### src/rtl/alu_arbiter.sv
// Round-robin arbiter sharing one combinational ALU between two requesters.
// Operands are registered toward the ALU; the result is returned on a single tagged response channel.
`timescale 1ns/1ps
module alu_arbiter #(
   parameter int WIDTH      = 32,
   parameter int PRIO_RESET = 0
) (
   input  logic             clk,
   input  logic             rst_n,
   input  logic [1:0]       req_valid,
   output logic [1:0]       req_ready,
   input  logic [WIDTH-1:0] req0_a,
   input  logic [WIDTH-1:0] req0_b,
   input  logic [3:0]       req0_op,
   input  logic [WIDTH-1:0] req1_a,
   input  logic [WIDTH-1:0] req1_b,
   input  logic [3:0]       req1_op,
   output logic [WIDTH-1:0] alu_a,
   output logic [WIDTH-1:0] alu_b,
   output logic [3:0]       alu_op,
   input  logic [WIDTH-1:0] alu_result,
   input  logic             alu_zero,
   output logic             rsp_valid,
   input  logic             rsp_ready,
   output logic             rsp_id,
   output logic [WIDTH-1:0] rsp_result,
   output logic             rsp_zero,
   output logic             rsp_err,
   output logic             busy
);

   typedef enum logic [1:0] {
      ST_IDLE = 2'b00,
      ST_EXEC = 2'b01,
      ST_RESP = 2'b10
   } state_e;

   localparam logic PRIO_BIT = (PRIO_RESET != 0) ? 1'b1 : 1'b0;

   function automatic logic op_supported(input logic [3:0] op);
      case (op)
         4'b0000, 4'b0001, 4'b0010, 4'b0110: op_supported = 1'b1;
         default:                            op_supported = 1'b0;
      endcase
   endfunction

   state_e           state_q, state_d;
   logic             ptr_q, ptr_d;
   logic [WIDTH-1:0] alu_a_q, alu_a_d;
   logic [WIDTH-1:0] alu_b_q, alu_b_d;
   logic [3:0]       alu_op_q, alu_op_d;
   logic             rsp_valid_q, rsp_valid_d;
   logic             rsp_id_q, rsp_id_d;
   logic [WIDTH-1:0] rsp_result_q, rsp_result_d;
   logic             rsp_zero_q, rsp_zero_d;
   logic             rsp_err_q, rsp_err_d;
   logic             busy_q, busy_d;

   logic             grant_valid_s;
   logic             grant_id_s;
   logic             other_s;
   logic [1:0]       req_ready_s;

   assign other_s = ~ptr_q;

   // Pointer requester wins when valid; otherwise the other one if it is valid.
   always_comb begin
      grant_valid_s = 1'b0;
      grant_id_s    = ptr_q;
      if (req_valid[ptr_q]) begin
         grant_valid_s = 1'b1;
         grant_id_s    = ptr_q;
      end else if (req_valid[other_s]) begin
         grant_valid_s = 1'b1;
         grant_id_s    = other_s;
      end else begin
         grant_valid_s = 1'b0;
         grant_id_s    = ptr_q;
      end
   end

   // Ready is only offered in IDLE, and is forced low while reset is asserted.
   always_comb begin
      req_ready_s = 2'b00;
      if ((state_q == ST_IDLE) && grant_valid_s && rst_n) begin
         if (grant_id_s) begin
            req_ready_s = 2'b10;
         end else begin
            req_ready_s = 2'b01;
         end
      end else begin
         req_ready_s = 2'b00;
      end
   end

   // Next-state and datapath capture for the IDLE -> EXEC -> RESP cycle.
   always_comb begin
      state_d      = state_q;
      ptr_d        = ptr_q;
      alu_a_d      = alu_a_q;
      alu_b_d      = alu_b_q;
      alu_op_d     = alu_op_q;
      rsp_valid_d  = rsp_valid_q;
      rsp_id_d     = rsp_id_q;
      rsp_result_d = rsp_result_q;
      rsp_zero_d   = rsp_zero_q;
      rsp_err_d    = rsp_err_q;
      case (state_q)
         ST_IDLE: begin
            if (grant_valid_s) begin
               if (grant_id_s) begin
                  alu_a_d  = req1_a;
                  alu_b_d  = req1_b;
                  alu_op_d = req1_op;
               end else begin
                  alu_a_d  = req0_a;
                  alu_b_d  = req0_b;
                  alu_op_d = req0_op;
               end
               rsp_id_d = grant_id_s;
               state_d  = ST_EXEC;
            end else begin
               state_d = ST_IDLE;
            end
         end
         ST_EXEC: begin
            rsp_result_d = alu_result;
            rsp_zero_d   = alu_zero;
            rsp_err_d    = ~op_supported(alu_op_q);
            rsp_valid_d  = 1'b1;
            state_d      = ST_RESP;
         end
         ST_RESP: begin
            if (rsp_ready) begin
               rsp_valid_d = 1'b0;
               ptr_d       = ~rsp_id_q;
               state_d     = ST_IDLE;
            end else begin
               state_d = ST_RESP;
            end
         end
         default: begin
            rsp_valid_d = 1'b0;
            state_d     = ST_IDLE;
         end
      endcase
      busy_d = (state_d != ST_IDLE);
   end

   // State, pointer and all registered outputs.
   always_ff @(posedge clk or negedge rst_n) begin
      if (!rst_n) begin
         state_q      <= ST_IDLE;
         ptr_q        <= PRIO_BIT;
         alu_a_q      <= {WIDTH{1'b0}};
         alu_b_q      <= {WIDTH{1'b0}};
         alu_op_q     <= 4'b0000;
         rsp_valid_q  <= 1'b0;
         rsp_id_q     <= 1'b0;
         rsp_result_q <= {WIDTH{1'b0}};
         rsp_zero_q   <= 1'b0;
         rsp_err_q    <= 1'b0;
         busy_q       <= 1'b0;
      end else begin
         state_q      <= state_d;
         ptr_q        <= ptr_d;
         alu_a_q      <= alu_a_d;
         alu_b_q      <= alu_b_d;
         alu_op_q     <= alu_op_d;
         rsp_valid_q  <= rsp_valid_d;
         rsp_id_q     <= rsp_id_d;
         rsp_result_q <= rsp_result_d;
         rsp_zero_q   <= rsp_zero_d;
         rsp_err_q    <= rsp_err_d;
         busy_q       <= busy_d;
      end
   end

   assign req_ready  = req_ready_s;
   assign alu_a      = alu_a_q;
   assign alu_b      = alu_b_q;
   assign alu_op     = alu_op_q;
   assign rsp_valid  = rsp_valid_q;
   assign rsp_id     = rsp_id_q;
   assign rsp_result = rsp_result_q;
   assign rsp_zero   = rsp_zero_q;
   assign rsp_err    = rsp_err_q;
   assign busy       = busy_q;

endmodule

### config.mk
export PLATFORM = sky130hd
export DESIGN_NAME = alu_arbiter
export DESIGN_NICKNAME = d
export VERILOG_FILES = /design/src/rtl/alu_arbiter.sv
export SDC_FILE = /design/constraint.sdc
export NUM_CORES = 1
export LEC_CHECK = 0
export BUFFER_PORTS_ARGS = -buffer_cell sky130_fd_sc_hd__buf_4
export CAP_MARGIN = 20
export CORE_MARGIN = 2
export CORE_UTILIZATION = 50
export DETAILED_ROUTE_END_ITERATION = 12
export PLACE_DENSITY = 0.87
export SETUP_SLACK_MARGIN = 0.3
export SYNTH_ARGS = -nofsm -noshare
export SYNTH_HDL_FRONTEND = slang
export SYNTH_SLANG_ARGS = --single-unit
### constraint.sdc
create_clock -name clk -period 3 [get_ports clk]
set_input_delay 0.15 -clock clk [delete_from_list [all_inputs] [get_ports clk]]
set_output_delay 0.15 -clock clk [all_outputs]
set_load 0.005 [all_outputs]
# After elaboration in Yosys (flattened, before gate mapping)
# Index checks and enable logic that the tools add are counted.
[word_totals]
regBits = 108
inputBits = 174
wordCells = 52
out_inout_bits = 107
[classes]
mux = 20
eq_ne = 6
reduce_logical = 9
bitwise = 4
magnitude_cmp = 2
[op_table]
columns = ["operator", "count"]
rows = [
  ["$mux 32", 2],
  ["$mux 1", 12],
  ["$mux 2", 3],
  ["$pmux 2 s3", 1],
  ["$reduce_and 2->1", 3],
  ["$eq 4x1->1 const B", 1],
  ["$eq 4x2->1 const B", 1],
  ["$eq 4x3->1 const B", 1],
  ["$logic_not 4->1", 1],
  ["$lt 1x2->1 const B", 2],
  ["$mux 4", 1],
  ["$not 1->1", 4],
  ["$reduce_or 4->1", 1],
  ["$pmux 1 s3", 1],
  ["$eq 2x1->1 const B", 1],
  ["$eq 2x2->1 const B", 1],
  ["$logic_and 1x1->1", 2],
  ["$logic_not 2->1", 1],
  ["$ne 2x2->1 const B", 1],
  ["$reduce_bool 2->1", 1],
]

# Longest topological paths before layout
[depth]
depth_word = 8
depth_mapped = 6
ltp_nobuf = 3

# Worst setup path before layout
# Ideal clock, no wire load.
[synth_timing]
kind = "flip-flop to flip-flop"
startpoint = "reg state_q[1]"
endpoint = "reg rsp_id_q, in the netlist rsp_id"
path_stages_with_launch = 6
required_ps = 2875
setup_slack_ps = 1593
period_less_slack_ps = 1407
arrival_ps = 1282
path_cell_list = "dfrtp_1 > or2_1 > buf_6 > buf_8 > nor2_8 > mux2_4"
[synth_via]
elab_chain_cells = 2
[synth_lines]
columns = ["item", "line", "source"]
rows = [
  ["start: declaration", "47", "state_e state_q, state_d;"],
  ["start signal: assignment", "165", "state_q <= state_d;"],
  ["$logic_not 2->1", "108", "case (state_q)"],
  ["$reduce_and 2->1 (no line)", "--", ""],
  ["end signal: assignment", "171", "rsp_id_q <= rsp_id_d;"],
  ["end: declaration", "53", "logic rsp_id_q, rsp_id_d;"],
]
# Every way passes these cells.
# A chain may end at the register's enable or synchronous reset.

# Worst setup path after layout
[layout_timing]
startpoint = "reg ptr_q"
endpoint = "out req_ready[1]"
[layout_via]
elab_chain_cells = 7
[layout_lines]
columns = ["item", "line", "source"]
rows = [
  ["start: declaration", "48", "logic ptr_q, ptr_d;"],
  ["start signal: assignment", "166", "ptr_q <= ptr_d;"],
  ["$mux 1 (implied by the code) (2 in a row)", "73", "end else if (req_valid[other_s]) begin"],
  ["$mux 1", "73", ""],
  ["$mux 1", "70", "if (req_valid[ptr_q]) begin"],
  ["$logic_and 1x1->1 (2 in a row)", "85", "if ((state_q == ST_IDLE) && grant_valid_s && rst_n) begin"],
  ["$mux 2 *", "85", ""],
  ["end: declaration", "11", "output logic [1:0] req_ready,"],
]
# Mark *: on every way between the ends. The rest lies on a longest branch, timed or not. The select of a mux whose other input is x is not followed.

==> flow_summary.toml <==
[status]
status = "finished, final reports clean"

[critical_path]
end_kind = "output port"
critical_path_required_ns = 2.85
slowest_delay_ns = 0.79
start_kind = "flip-flop"
crit_family = "flip-flops"
crit_path_max_fanout = 40
path_class = "reg -> out"
path_buf_inv = 2
cpMostUsedCell = "buf_4"
path_cells = "buf_4 > maj3_1 > and3_1 > buf_4"
cp_slowest_cell = "dfrtp_2"
cp.arrival_ns = 2.23

[timing]
max_freq_mhz = 421
tightest_slew_ns = 1.09
worst_clock_skew_ns = 0.0183
hold_viol_final = 0
fin_crit_sh_pct = 79.2
timing.slew.headroom_pct = 27.5
tns_ns = 0
rsz0062_at_grt = "no"
setup_viol = 0
drv_slew = 0
fin_crit_ns = 2.38

[floorplan]
core_mm2 = 0.0108
boundaryPins = 281
die_h_um = 109
initial_utilization_pct = 51.0
dieArea_mm2 = 0.0119
die_x_um = 109
rows = 38

[logic_synthesis]
synthFlopType = "dfrtp_1"
yosysWarnings = 0
syn_inst = 588
synth_fp_nets = 762
async_flop_share_pct = 100
synth-seq-cells = 108
avgSynthCellArea_um2 = 9.41
netlist_area_mm2 = 0.00553
synth-edff-count = 0
synth_cell_types = 29
seq_area_frac_synth_pct = 48.9

[placement]
dpl.hpwl_um = 12800
numPortBuffers = 280
gp_congestion = 0.776
dp.cells = 941

[grt]
groute.usage.overall_pct = 32.6
grt_antenna_before_repair = 0
grt_max_degree = 77
grt_pass1_vias = 6083
grt_pass1_wl_um = 30300
gr-total-overflow = 0

[routing]
routedWlPerCell_um = 20.4
wl_met1_um = 7270
topRoutingLayerUsed = "met4"
dr_wl_met3_um = 1880
dr.pass1.iters = 8
ant_nets = 0
wl_met2_um = 10200
route.vias.total = 6319
wl_um = 20200
post_drt_via_cell_ratio = 6.38
drc = 0
drt-initial-drc-count = 599

[clocking]
cts_resized = 0
cts_root_buffer = "clkbuf_8"
path_clk_slew_ns = 0.12
tritoncts.num_buffers = 9
cts_max_level = 3
cts_num_sinks = 108
clk_latency_ns = 0.36
clockBufferDepth = 2
cts_tree = "done"

[cells_and_area]
final_cells = 991
drive_gt1_share_pct = 38.0
diodes = 0
final_nets = 1020
area_growth_pct = 46.5

[pwr]
vdd_drop_max_mv = 0.532
leakage_nw = 3.83
power_mw = 7.29
cellPowerDensity_mw_per_mm2 = 900

[flow_run]
max-cap-violations = 0

[worst_hold_path]
hp-class = "in -> reg"
==> worst reg2reg max path, cell delays in order, from the launching register on <==
cell and delay [ns]:
dfrtp_2 0.79, inv_2 0.44, buf_12 0.30, o2111ai_1 0.24, nand3_1 0.12
==> per-stage QoR <==
step	util, %	hold WS, ns	cell area [µm²]	setup slack [ns]
final	74.7	0.0521	8100	0.624
after global placement	69.6	0.00524	7550	0.989
after detailed placement	69.8	0.00941	7570	1.05
after global routing	74.7	0.0607	8100	0.559
after floorplan	-	-0.146	5530	1.59
after CTS	74.7	0.0336	8100	0.662
==> final cells by class <==
| class | count | area, µm² |
|---|---|---|
| fill | 727 | 2740 |
| sequential | 108 | 2700 |
| timing repair buffer | 330 | 2590 |
| multi-input combinational | 394 | 2430 |
| tap | 140 | 175 |
| clock buffer | 10 | 138 |
| clock inverter | 6 | 56.3 |
| inverter | 3 | 11.3 |
==> cells by family after synthesis <==
group / share of synthesized area [%]
flops: 48.9
simple gates: 14.8
compound gates: 28.3
buf+inv: 7.35
fa+ha+maj: 0.181
mux: 0.452
==> sequential cells by signal (all words and copies together), names as in the netlist <==
signal and count:
alu_a 32, alu_b 32, alu_op 4, busy 1, ptr_q 1, rsp_err 1, rsp_id 1, rsp_result 32
rsp_valid 1, rsp_zero 1, state_q 2
==> final timing paths <==
kind                       slack, ns              to      startpoint  cells past startpoint
setup / recovery                0.62    req_ready[1]           ptr_q                      4
hold / removal                  0.05        alu_a[6]       req1_a[6]                      3
setup reg to reg                0.99        alu_b[2]           ptr_q                      4
hold reg to reg                 0.50  rsp_result[23]  rsp_result[23]                      2
max in group asynchronous       1.92           ptr_q           rst_n                      3
min in group asynchronous       0.16       alu_a[10]           rst_n                      2
==> layout by cell type, fill, tap and decap left out, types with 2 or more instances in the layout <==
master and n:
o21ai_0 59, clkbuf_8 10, clkinvlp_4 3, inv_8 3, dfrtp_1 107, buf_12 2
inv_2 3, nor2_8 2, nor2_1 2, a21oi_1 2, buf_4 294, dlygate4sd3_1 34
nand2_1 100, or2_2 2, nand3_1 69, o21ai_1 11, o2111ai_1 136
==> routing by layer <==
layer,global-route usage (%),vias to the layer above
met5,0,-
met4,15.2,0
met3,6.69,73
met2,55.6,444
met1,39.5,3021
li1,-,2781
==> cell usage after synthesis, types with 2 or more instances <==
master | instances | area (µm²)
inv_2 | 3 | 11.3
buf_2 | 33 | 165
buf_4 | 3 | 22.5
o21ai_1 | 11 | 55.1
clkbuf_1 | 42 | 158
a21oi_1 | 2 | 10.0
nor2_8 | 2 | 40.0
nor2_1 | 3 | 11.3
o21ai_0 | 59 | 295
nand3_1 | 69 | 345
buf_8 | 2 | 30.0
dfrtp_1 | 108 | 2700
o2111ai_1 | 136 | 1190
nand2_1 | 100 | 375
==> report_power, final <==
part | switching (mW) | internal, mW
sequential | 0.518 | 2.17
combinational | 2.01 | 1.72
clock | 0.535 | 0.343
==> timing repair <==
item,4_1_cts,5_1_grt
hold endpoints to repair,42,0
hold buffers,34,0
buffers inserted,0,0
Note: power is estimated with default switching activity, not from simulation.
